File: config.mk
export PLATFORM = sky130hd
export DESIGN_NAME = inst_decode_reg
export DESIGN_NICKNAME = d
export VERILOG_FILES = /design/src/rtl/inst_decode_reg.sv
export SDC_FILE = /design/constraint.sdc
export NUM_CORES = 1
export LEC_CHECK = 0
export CAP_MARGIN = 30
export CORE_MARGIN = 3
export CORE_UTILIZATION = 45
export DETAILED_ROUTE_END_ITERATION = 10
export GPL_TIMING_DRIVEN = 0
export PLACE_DENSITY_LB_ADDON = 0.2
export SLEW_MARGIN = 30
export SYNTH_ARGS = -nofsm -noshare
export SYNTH_HDL_FRONTEND = slang
export SYNTH_SLANG_ARGS = --single-unit
File: constraint.sdc
create_clock -name clk -period 17.86 [get_ports clk]
set_input_delay 1.786 -clock clk [delete_from_list [all_inputs] [get_ports clk]]
set_output_delay 1.786 -clock clk [all_outputs]
set_load 0.005 [all_outputs]
File: src/rtl/inst_decode_reg.sv
// rtl/inst_decode_reg.sv - decode-stage register with skid buffer between fetch and execute
// Instructions are decoded on entry and held in a two-deep (main + skid) in-order buffer.
module inst_decode_reg (
  input  logic        clk,
  input  logic        rst,
  input  logic        flush,
  input  logic        in_valid,
  output logic        in_ready,
  input  logic [31:0] in_pc,
  input  logic [31:0] in_inst,
  output logic        out_valid,
  input  logic        out_ready,
  output logic [31:0] out_pc,
  output logic [31:0] out_inst,
  output logic [24:0] out_imm,
  output logic [2:0]  out_inst_type,
  output logic        out_shift_imm,
  output logic [4:0]  out_rd,
  output logic [4:0]  out_rs1,
  output logic [4:0]  out_rs2,
  output logic        out_illegal
);

  // Instruction-format encodings shared with the rest of the core
  localparam logic [2:0] INST_R    = 3'd0;
  localparam logic [2:0] INST_I    = 3'd1;
  localparam logic [2:0] INST_S    = 3'd2;
  localparam logic [2:0] INST_B    = 3'd3;
  localparam logic [2:0] INST_U    = 3'd4;
  localparam logic [2:0] INST_J    = 3'd5;
  localparam logic [2:0] INST_NONE = 3'b111;

  typedef struct packed {
    logic [31:0] pc;
    logic [31:0] inst;
    logic [2:0]  inst_type;
    logic        shift_imm;
    logic        illegal;
  } entry_t;

  typedef enum logic [1:0] {
    EMPTY = 2'd0,
    ONE   = 2'd1,
    FULL  = 2'd2
  } state_t;

  state_t state;
  entry_t main_q;
  entry_t skid_q;
  entry_t in_dec;
  logic   accept;
  logic   consume;

  always_comb begin
    in_dec           = '0;
    in_dec.pc        = in_pc;
    in_dec.inst      = in_inst;
    in_dec.inst_type = INST_NONE;
    in_dec.shift_imm = 1'b0;
    in_dec.illegal   = 1'b0;
    case (in_inst[6:0])
      7'b0110011: in_dec.inst_type = INST_R;
      7'b0010011: begin
        in_dec.inst_type = INST_I;
        in_dec.shift_imm = (in_inst[14:12] == 3'b001) || (in_inst[14:12] == 3'b101);
      end
      7'b0000011, 7'b1100111, 7'b1110011: in_dec.inst_type = INST_I;
      7'b0100011: in_dec.inst_type = INST_S;
      7'b1100011: in_dec.inst_type = INST_B;
      7'b0110111, 7'b0010111: in_dec.inst_type = INST_U;
      7'b1101111: in_dec.inst_type = INST_J;
      default: in_dec.illegal = 1'b1;
    endcase
  end

  // in_ready depends only on the state flops, never on out_ready
  assign in_ready  = (state != FULL);
  assign out_valid = (state != EMPTY);
  assign accept    = in_valid && in_ready;
  assign consume   = out_valid && out_ready;

  always_ff @(posedge clk) begin
    if (rst) begin
      state            <= EMPTY;
      main_q.pc        <= '0;
      main_q.inst      <= '0;
      main_q.inst_type <= INST_NONE;
      main_q.shift_imm <= 1'b0;
      main_q.illegal   <= 1'b0;
    end else if (flush) begin
      state <= EMPTY;
    end else begin
      case (state)
        EMPTY: begin
          if (accept) begin
            main_q <= in_dec;
            state  <= ONE;
          end
        end
        ONE: begin
          if (accept && consume) begin
            main_q <= in_dec;
          end else if (accept) begin
            skid_q <= in_dec;
            state  <= FULL;
          end else if (consume) begin
            state <= EMPTY;
          end
        end
        FULL: begin
          // skid is always the younger entry, so it simply advances into main
          if (consume) begin
            main_q <= skid_q;
            state  <= ONE;
          end
        end
        default: state <= EMPTY;
      endcase
    end
  end

  assign out_pc        = main_q.pc;
  assign out_inst      = main_q.inst;
  assign out_imm       = main_q.inst[31:7];
  assign out_inst_type = main_q.inst_type;
  assign out_shift_imm = main_q.shift_imm;
  assign out_illegal   = main_q.illegal;
  assign out_rd        = main_q.inst[11:7];
  assign out_rs1       = main_q.inst[19:15];
  assign out_rs2       = main_q.inst[24:20];

endmodule

==> results.txt, run 1 <==
----------------------------------------------------
[Logic synthesis]
  Yosys top cell area share ... 34.2%
  Proportion of synthesized chip area in sequential cells ... 57.7%
  Synth Net Count ... 606
  Post-synthesis cell count ... 537
  Syn avg cell area ... 11.3 um2
  Total of flip-flops plus latches after synthesis ... 140
  Cell types occupying the most area after synthesis ... sky130_fd_sc_hd__edfxtp_1, sky130_fd_sc_hd__dfxtp_1, sky130_fd_sc_hd__a311oi_2, sky130_fd_sc_hd__nand2_1, sky130_fd_sc_hd__buf_4
  Area leader, netlist ... sky130_fd_sc_hd__edfxtp_1
  Post-synth EDFFs ... 69
  Synthesis warning total ... 0
  Dominant synthesized flop cell ... sky130_fd_sc_hd__dfxtp_1
  Fraction of synthesis flops using an asynchronous set or reset pin ... 0%
  Total standard cell area after synthesis ... 6060 um2
  Unique masters post-synth ... 40

[Flow run]
  Count of maximum capacitance violations ... 0

[Clock tree]
  Total clock buffers created by CTS ... 17
  Post-CTS setup repair buffer count ... 0
  Clk_lat worst skew ... 0.41 ns
  Clk root buf ... sky130_fd_sc_hd__clkbuf_16
  CTS H-tree lvls ... 4
  Post-cts hold buffer count ... 0
  Number of sinks handled by clock tree synthesis ... 140
  Resized Gates After CTS ... 0
  Number of buffers between clock root and the deepest sink ... 2
  CTS tree ... done
  Clock transition at the registers of the reported paths ... 0.05 ns

[Layout]
  Ratio of cells with drive above 1 in the final layout ... 22.0%
  Final cell count without fillers ... 928
  Area Growth Syn to Fin ... 44.5%
  NumNets Final ... 812
  Number of antenna diodes ... 0

[Global routing]
  Number of antenna violations at the first check in global routing ... 0
  Number of global-route vias before repair ... 4854
  Wire length of the first global-routing pass ... 24800 um
  GRT Util Overall ... 21.4%
  Largest net degree at the start of global routing ... 17
  Overflow left after global routing ... 0

[Critical path]
  Sequence of cells on the critical path ... clkdlybuf4s50_1 -> or4b_2 -> nor3_2 -> buf_6 -> buf_4 -> buf_4 -> buf_4
  Worst endpoint data arrival time ... 4.16 ns
  Crit path largest cell delay ... 0.62 ns
  Startpoint class of the critical path ... input pin
  Critical path start-end classification ... input pin to register
  CP max stage cell ... sky130_fd_sc_hd__or4b_2
  Required arrival time at the worst endpoint ... 17.99 ns
  Dominant cell type by count on the critical path ... sky130_fd_sc_hd__buf_4
  Element type at the critical path end ... register
  Worst Path Max Fanout ... 9

[Run status]
  Outcome ... finished, final reports clean

[STA]
  Aggregate negative setup slack ... 0 ns
  Post-route clock period utilization ... 22.6%
  Hold Fails Final Rpt ... 0
  Final setup violation count ... 0
  RSZ-0062 raised after global routing ... false
  Actual slew at the worst max-slew pin ... 0.755 ns
  Final Worst Setup Slack ... 13.83 ns
  Shortest clock period the worst path allows after layout ... 4.03 ns
  Maximum clock frequency ... 0.248 GHz
  Relative max-transition margin ... 49.7%
  Clk_skew ... 0.00525 ns
  Final max-slew violation count ... 0
  Worst hold slack across all endpoints ... 0.466 ns

[Floorplan]
  Die Ht ... 122 um
  Number of core rows ... 41
  Core area ... 12900 um2
  I/O pin count ... 180
  Effective utilization at floorplan ... 47.0%
  Die Width ... 122 um
  Die area ... 14900 um2

[Drt]
  Total wire length ... 15700 um
  Number of design rule violations left after detail routing ... 0
  Vias per Instance ... 5.16
  Number of iterations in the first detailed-routing pass ... 4
  Total via count after detailed routing ... 4788
  1st-iter DRT viols ... 285
  WL/cell ... 16.9 um
  Number of nets still failing antenna checks after routing ... 0

[Pwr]
  Leakage Power ... 3.22 nW
  Switching power ... 0.000191 W
  PwrDens ... 98.2 nW/um2
  Combinational power share ... 15.4%
  Net Sw Frac ... 22.2%
  Sequential fraction of design power ... 42.1%
  Fraction of power consumed by the clock network ... 42.5%
  Peak VDD IR ... 66.6 uV
  P_int ... 0.000669 W

[Place]
  Placed instance count ... 896
  Pre-CTS setup slack ... 13.39 ns
  HPWL reported at the end of detailed placement ... 11200 um
  GPL Wtd Cong ... 0.797
  IO buf count ... 178

[Hold path]
  Hold crit path type ... register to register

----------------------------------------------------
==> cell type report <==
class                   instances  area, um2
fillers                       954       4120
flip-flops and latches        140       3490
multi-input cells             314       2030
repair buffers                187       1860
plain buffers                  79        524
clock buffers                  26        509
well taps                     172        215
clock inverters                 6        106
inverters                       4       15.0
==> per-stage QoR <==
step                util (%)  power (W)  cell area, um2
floorplan                  -   0.000428            6060
global placement        62.5   0.000497            8050
detailed placement      63.2   0.000502            8140
CTS                     68.0   0.000866            8750
global route            68.0   0.000890            8750
finish                  68.0   0.000860            8750
==> path summary, 6_finish.rpt <==
| kind | from | end | slack [ns] | cells past startpoint |
|---|---|---|---|---|
| hold reg to reg | out_inst_type[2] | out_inst_type[2] | 0.47 | 1 |
| hold / removal | out_inst_type[2] | out_inst_type[2] | 0.47 | 1 |
| setup reg to reg | state[1] | skid_q[60] | 15.32 | 6 |
| setup / recovery | in_valid | skid_q[60] | 13.83 | 7 |
==> power groups by stage <==
stage               Clock [W]  Sequential, W  Combinational [W]
finish               0.000366       0.000362           0.000132
global route         0.000383       0.000364           0.000143
CTS                  0.000370       0.000362           0.000134
detailed placement          0       0.000368           0.000133
global placement            0       0.000368           0.000129
floorplan                   0       0.000368          0.0000595
==> placed cells by master, fill, tap and decap left out, drive strengths merged, types with 2 or more instances in the layout <==
master,instances
and2,2
clkbuf,43
edfxtp,69
o21ai,8
a211oi,2
a21oi,5
nand2,133
clkinv,2
nor2b,4
buf,71
dfxtp,71
inv,5
nor3,3
clkdlybuf4s50,178
bufinv,3
a311oi,66
nand2b,2
nor2,70
==> critical path, delay by kind of cell <==
family,cells,cell delay (ns)
buffers and inverters,5,1.36
AND/OR/NAND/NOR,2,1.02
==> Yosys cell counts (3+ instances only) <==
| cell | instances |
|---|---|
| sky130_fd_sc_hd__o21ai_1 | 5 |
| sky130_fd_sc_hd__nand2_1 | 133 |
| sky130_fd_sc_hd__dfxtp_1 | 71 |
| sky130_fd_sc_hd__o21ai_0 | 3 |
| sky130_fd_sc_hd__a311oi_1 | 7 |
| sky130_fd_sc_hd__buf_2 | 14 |
| sky130_fd_sc_hd__edfxtp_1 | 69 |
| sky130_fd_sc_hd__buf_4 | 40 |
| sky130_fd_sc_hd__clkbuf_1 | 17 |
| sky130_fd_sc_hd__a311oi_2 | 59 |
| sky130_fd_sc_hd__nor3_1 | 3 |
| sky130_fd_sc_hd__a21oi_1 | 5 |
| sky130_fd_sc_hd__buf_6 | 8 |
| sky130_fd_sc_hd__inv_1 | 3 |
| sky130_fd_sc_hd__nor2_1 | 70 |
| sky130_fd_sc_hd__nor2b_1 | 4 |
==> routing by layer <==
layer	track usage, %	up-vias	share of wire, %
met1	26.6	2329	41
li1	-	2291	-
met2	36.5	156	52
met4	5.81	0	0.84
met5	0	-	0
met3	6.08	12	6.2
==> logic make-up (layout without fill, tap and decap cells) <==
group | Yosys count | after routing | synth area share [%]
AND/OR/NAND/NOR | 226 | 226 | 15.3
flip-flops | 140 | 140 | 57.7
AO/OA/AOI/OAI | 86 | 86 | 17.7
buffers and inverters | 83 | 302 | 8.90
multiplexers | 2 | 2 | 0.413
==> registers in the layout, summed over array words and instances (netlist names) <==
signal	flops
skid_q	69
out_inst	32
out_shift_imm	1
state	2
out_pc	32
out_illegal	1
out_inst_type	3
(Power assumes the default switching activity.)
==> run 2, diff against run 1 <==
--- a/config.mk
+++ b/config.mk
@@ -7,7 +7,7 @@
 export LEC_CHECK = 0
 export CAP_MARGIN = 30
 export CORE_MARGIN = 3
-export CORE_UTILIZATION = 45
+export CORE_UTILIZATION = 43
 export DETAILED_ROUTE_END_ITERATION = 10
 export GPL_TIMING_DRIVEN = 0
 export PLACE_DENSITY_LB_ADDON = 0.2
==> constraint.sdc (replaced) <==
create_clock -name clk -period 3.6 [get_ports clk]
set_input_delay 0.36 -clock clk [delete_from_list [all_inputs] [get_ports clk]]
set_output_delay 0.36 -clock clk [all_outputs]
set_load 0.005 [all_outputs]
==> run 2 against run 1 <==
Against the previous run: flip-flop and latch count is the same; clock-buffer cell count shrank 6; die area grew 4.4%; final cell count grew 0.11%; via count shrank 1.2%; clock skew grew 0.0033 ns; total power grew to 4.9 times the previous value; register-to-register slack lost 14 ns; critical endpoint is now in_ready; highest routed layer unchanged.
==> results.txt, run 2 (synthesized netlist as in run 1, its figures left out) <==
----------------------------------------------------
[Floorplan]
  Effective utilization at floorplan ... 44.8%
  Die area ... 15500 um2
  Number of core rows ... 42
  Core area ... 13500 um2
  I/O pin count ... 180
  Die Ht ... 125 um
  Die Width ... 125 um

[Drt]
  Number of design rule violations left after detail routing ... 0
  WL/cell ... 16.6 um
  1st-iter DRT viols ... 293
  Amount of wire on met3 after detailed routing ... 726 um
  Total wire length ... 15400 um
  Number of iterations in the first detailed-routing pass ... 4
  Routed wl met2 ... 7920 um
  Wl on met1 ... 6610 um
  Uppermost metal layer occupied by signal nets ... met4
  Vias per Instance ... 5.09
  Number of nets still failing antenna checks after routing ... 0
  Total via count after detailed routing ... 4731

[Layout]
  Ratio of cells with drive above 1 in the final layout ... 21.6%
  Max reg flops ... 69
  Cell area after layout ... 8760 um2
  Commonest cells after routing, fill and taps aside ... sky130_fd_sc_hd__clkdlybuf4s50_1, sky130_fd_sc_hd__nand2_1, sky130_fd_sc_hd__dfxtp_1, sky130_fd_sc_hd__nor2_1, sky130_fd_sc_hd__edfxtp_1
  Register bank with the most flops ... skid_q
  Most common library cell in the layout ignoring fill and taps ... sky130_fd_sc_hd__clkdlybuf4s50_1
  Number of antenna diodes ... 0
  Final cell count without fillers ... 929
  # fillers ... 1052
  Area Growth Syn to Fin ... 44.6%
  NumNets Final ... 809

[Critical path]
  Startpoint of the worst register-to-register path ... state[1]
  Startpoint class of the critical path ... register
  Endpoint of the most critical register-to-register path ... skid_q[48]
  Worst endpoint data arrival time ... 2.08 ns
  Worst reg2reg path depth ... 5
  Element type at the critical path end ... primary output
  R2R setup slack ... 1.25 ns
  Critical path start-end classification ... register to primary output
  Required arrival time at the worst endpoint ... 3.24 ns
  Worst Path Max Fanout ... 10

[STA]
  Relative max-transition margin ... 47.5%
  Final setup violation count ... 0
  Actual slew at the worst max-slew pin ... 0.788 ns
  Shortest clock period the worst path allows after layout ... 2.44 ns
  Final max-slew violation count ... 0
  Aggregate negative setup slack ... 0 ns
  RSZ-0062 raised after global routing ... false
  Post-route clock period utilization ... 67.7%
  Hold Fails Final Rpt ... 0
  Maximum clock frequency ... 0.410 GHz
  Clk_skew ... 0.00854 ns

[Flow run]
  Count of maximum capacitance violations ... 0

[Place]
  Placement-stage cell area ... 8150 um2
  HPWL reported at the end of detailed placement ... 11000 um
  Placed instance count ... 897
  IO buf count ... 178
  GPL Wtd Cong ... 0.800

[Clock tree]
  CTS H-tree lvls ... 4
  Total clock buffers created by CTS ... 17
  Resized Gates After CTS ... 0
  Clk root buf ... sky130_fd_sc_hd__clkbuf_16
  Clk_lat worst skew ... 0.41 ns
  Number of buffers between clock root and the deepest sink ... 2
  CTS tree ... done
  Clock transition at the registers of the reported paths ... 0.06 ns
  Number of sinks handled by clock tree synthesis ... 140
  Post-CTS setup repair buffer count ... 0
  Post-cts hold buffer count ... 0

[Hold path]
  Cells on Worst Hold Path ... 2
  Hold EP ... out_inst_type[1]
  Min-Delay Startpoint ... out_inst_type[1]
  Hold crit path type ... register to register

[Global routing]
  Largest net degree at the start of global routing ... 17
  Number of antenna violations at the first check in global routing ... 0
  Wire length of the first global-routing pass ... 25100 um
  Overflow left after global routing ... 0
  Number of global-route vias before repair ... 4826
  GRT Util Overall ... 19.9%

[Pwr]
  Peak VDD IR ... 432 uV
  Leakage Power ... 3.19 nW
  PwrDens ... 485 nW/um2

[Run status]
  Outcome ... finished, final reports clean

----------------------------------------------------
## run 2: cell types whose count changed in the layout (fill, tap and decap cells not counted), moves of 3 or more
cell,change
sky130_fd_sc_hd__buf_4,-6
sky130_fd_sc_hd__clkbuf_8,-5
sky130_fd_sc_hd__buf_8,+3
sky130_fd_sc_hd__clkinvlp_4,+4
## run 2: layout make-up
cell class | instances | area [um2] | share of cell area (%)
sequential | 140 | 3490 | 39.9
tap | 176 | 220 | 2.51
timing repair buffer | 184 | 1860 | 21.2
clock buffer | 20 | 437 | 4.99
multi-input combinational | 314 | 2040 | 23.2
buffer | 79 | 524 | 5.99
clock inverter | 12 | 173 | 1.97
inverter | 4 | 15.0 | 0.171
## run 2: worst max path at each step
stage                   from    endpoint  slack, ns  depth (start not counted)
floorplan                rst   skid_q[0]       0.35                          3
global placement    in_valid  skid_q[53]      -0.86                          3
detailed placement  in_valid  skid_q[50]       0.74                          6
CTS                 state[1]    in_ready       1.13                          5
global route        state[1]    in_ready       1.03                          5
finish              state[1]    in_ready       1.16                          5
## run 2: per-stage QoR
stage	setup WS (ns)	hold slack (ns)	total power (W)	utilization, %
after global routing	1.03	0.504	0.00441	64.9
after floorplan	0.352	0.439	0.00212	-
after global placement	-0.856	0.467	0.00247	59.8
after CTS	1.13	0.492	0.00429	64.9
final	1.16	0.488	0.00425	64.9
after detailed placement	0.741	0.479	0.00249	60.3
## run 2: worst max-delay path: stages (launching register included)
cell and delay, ns:
sky130_fd_sc_hd__dfxtp_1 0.36, sky130_fd_sc_hd__nor2b_1 0.15, sky130_fd_sc_hd__buf_2 0.16, sky130_fd_sc_hd__inv_2 0.18, sky130_fd_sc_hd__buf_2 0.28, sky130_fd_sc_hd__clkdlybuf4s50_1 0.54
## run 2: routing by layer
metal	GRT usage, %	vias to the layer above
li1	-	2284
met1	24.8	2291
met2	34.3	141
met3	4.67	15
met4	6.06	0
met5	0	-
## run 2: report_power, final
part	switching (W)	internal [W]
registers	0.0000502	0.00174
clock network	0.000646	0.00115
logic	0.000261	0.000395
==> run 3, diff against run 2 <==
==> constraint.sdc (replaced) <==
create_clock -name clk -period 2.16 [get_ports clk]
set_input_delay 0.216 -clock clk [delete_from_list [all_inputs] [get_ports clk]]
set_output_delay 0.216 -clock clk [all_outputs]
set_load 0.005 [all_outputs]
==> run 3 against run 2 <==
Against the previous run: non-clock buffer count unchanged; sequential share of layout area is essentially flat; combinational power is 68% higher; sequential power rose by 67%; utilization hardly changed; critical path depth unchanged; highest routed layer unchanged.
==> results.txt, run 3 (synthesized netlist as in run 1, its figures left out) <==
----------------------------------------------------
[Critical path]
  Sequence of cells on the critical path ... or4b_4 -> nor3_4 -> buf_8 -> buf_6 -> buf_6
  Setup crit start ... state[1]
  CP max stage cell ... sky130_fd_sc_hd__or4b_4
  Worst endpoint data arrival time ... 2.13 ns
  Dominant cell type by count on the critical path ... sky130_fd_sc_hd__buf_6
  Required arrival time at the worst endpoint ... 2.28 ns
  Startpoint of the worst register-to-register path ... state[1]
  Crit path largest cell delay ... 0.54 ns
  Startpoint class of the critical path ... register
  Element type at the critical path end ... register
  Worst Path Max Fanout ... 14
  Critical path start-end classification ... register to register

[Floorplan]
  Core area ... 13500 um2
  I/O pin count ... 180
  Number of core rows ... 42
  Effective utilization at floorplan ... 44.8%
  Die Ht ... 125 um
  Die Width ... 125 um
  Die area ... 15500 um2

[Layout]
  NumNets Final ... 809
  Most common library cell in the layout ignoring fill and taps ... sky130_fd_sc_hd__clkdlybuf4s50_1
  Commonest cells after routing, fill and taps aside ... sky130_fd_sc_hd__clkdlybuf4s50_1, sky130_fd_sc_hd__nand2_1, sky130_fd_sc_hd__nor2_1, sky130_fd_sc_hd__dfxtp_1, sky130_fd_sc_hd__edfxtp_1
  Max reg flops ... 69
  Layout Utilization ... 64.9%
  Number of antenna diodes ... 0
  Register bank with the most flops ... skid_q
  Area Growth Syn to Fin ... 44.7%
  Ratio of cells with drive above 1 in the final layout ... 22.0%

[Drt]
  WL/cell ... 16.8 um
  1st-iter DRT viols ... 379
  Number of iterations in the first detailed-routing pass ... 4
  Number of design rule violations left after detail routing ... 0
  Total wire length ... 15600 um
  Vias per Instance ... 5.16
  Total via count after detailed routing ... 4798
  Number of nets still failing antenna checks after routing ... 0

[Global routing]
  GRT Util Overall ... 20.1%
  Largest net degree at the start of global routing ... 19
  Number of antenna violations at the first check in global routing ... 0
  Overflow left after global routing ... 0
  Wire length of the first global-routing pass ... 24900 um
  Number of global-route vias before repair ... 4759

[STA]
  Hold Fails Final Rpt ... 0
  Final setup violation count ... 0
  Post-route clock period utilization ... 93.2%
  Final max-slew violation count ... 0
  Clk_skew ... 0.00957 ns
  Maximum clock frequency ... 0.497 GHz
  Actual slew at the worst max-slew pin ... 0.784 ns
  Shortest clock period the worst path allows after layout ... 2.01 ns
  RSZ-0062 raised after global routing ... false
  Relative max-transition margin ... 47.7%

[Clock tree]
  Clock transition at the registers of the reported paths ... 0.05 ns
  CTS tree ... done
  Number of sinks handled by clock tree synthesis ... 140
  Clk_lat worst skew ... 0.42 ns
  CTS H-tree lvls ... 4
  Number of buffers between clock root and the deepest sink ... 2
  Total clock buffers created by CTS ... 17
  Clk root buf ... sky130_fd_sc_hd__clkbuf_16
  Post-cts hold buffer count ... 0

[Place]
  HPWL reported at the end of detailed placement ... 11000 um
  IO buf count ... 178
  GPL Wtd Cong ... 0.763

[Flow run]
  Count of maximum capacitance violations ... 0

[Pwr]
  Peak VDD IR ... 535 uV
  PwrDens ... 808 nW/um2
  Combinational power share ... 15.5%
  Fraction of power consumed by the clock network ... 42.2%
  Leakage Power ... 3.22 nW
  Sequential fraction of design power ... 42.3%
  Net Sw Frac ... 22.6%
  Total power after layout ... 0.00708 W
  Switching power ... 0.00160 W
  P_int ... 0.00548 W

[Hold path]
  Min-Delay Startpoint ... rst
  Hold crit path type ... input pin to register

[Run status]
  Outcome ... finished, final reports clean

----------------------------------------------------
-- run 3: path summary, 6_finish.rpt --
path | end | cells after the start | slack, ns
worst max register to register | skid_q[58] | 5 | 0.15
worst min-delay path | state[1] | 2 | 0.06
worst max-delay path | skid_q[58] | 5 | 0.15
worst min register to register | out_inst_type[2] | 1 | 0.47
-- run 3: worst max-delay path, delay by kind of cell (launching register included) --
family / cells / cell delay [ns]
flops: 1 / 0.35
buf+inv: 3 / 0.58
simple gates: 2 / 0.79
-- run 3: power by group through the flow --
stage	Combinational, W	Clock [W]	Sequential, W
2_1_floorplan	0.000495	0	0.00304
3_3_place_gp	0.00108	0	0.00304
3_5_place_dp	0.00110	0	0.00305
4_1_cts	0.00111	0.00304	0.00299
5_1_grt	0.00118	0.00317	0.00301
6_report	0.00110	0.00299	0.00299
-- run 3: repair_timing --
item / in CTS / in global routing
setup buffers: 2 / 0
gates resized for setup: 1 / 0
setup endpoints to repair: 26 / 0
-- run 3: final cells by class --
| type | count | area, um2 |
|---|---|---|
| well taps | 176 | 220 |
| flip-flops and latches | 140 | 3490 |
| fillers | 1041 | 4740 |
| repair buffers | 185 | 1860 |
| clock inverters | 14 | 176 |
| plain buffers | 78 | 529 |
| multi-input cells | 314 | 2040 |
| inverters | 4 | 17.5 |
| clock buffers | 18 | 429 |
-- run 3: per-layer routing --
layer  global-route usage [%]  vias up  wire (um)
met3                     5.27       26        846
met2                     32.9      159       7670
met4                     7.74        0        301
met5                        0        -          0
li1                         -     2285          -
met1                     25.4     2328       6750
-- run 3: metrics by stage --
stage	std cells	area [um2]	hold slack, ns	setup slack, ns	setup TNS, ns
2_1_floorplan	537	6080	0.295	-0.817	-56.38
3_3_place_gp	891	8090	0.448	-2.11	-145.31
3_5_place_dp	896	8150	0.458	-0.612	-24.00
4_1_cts	929	8760	0.0475	0.117	0
5_1_grt	929	8760	0.0603	0.0596	0
6_report	929	8760	0.0649	0.147	0
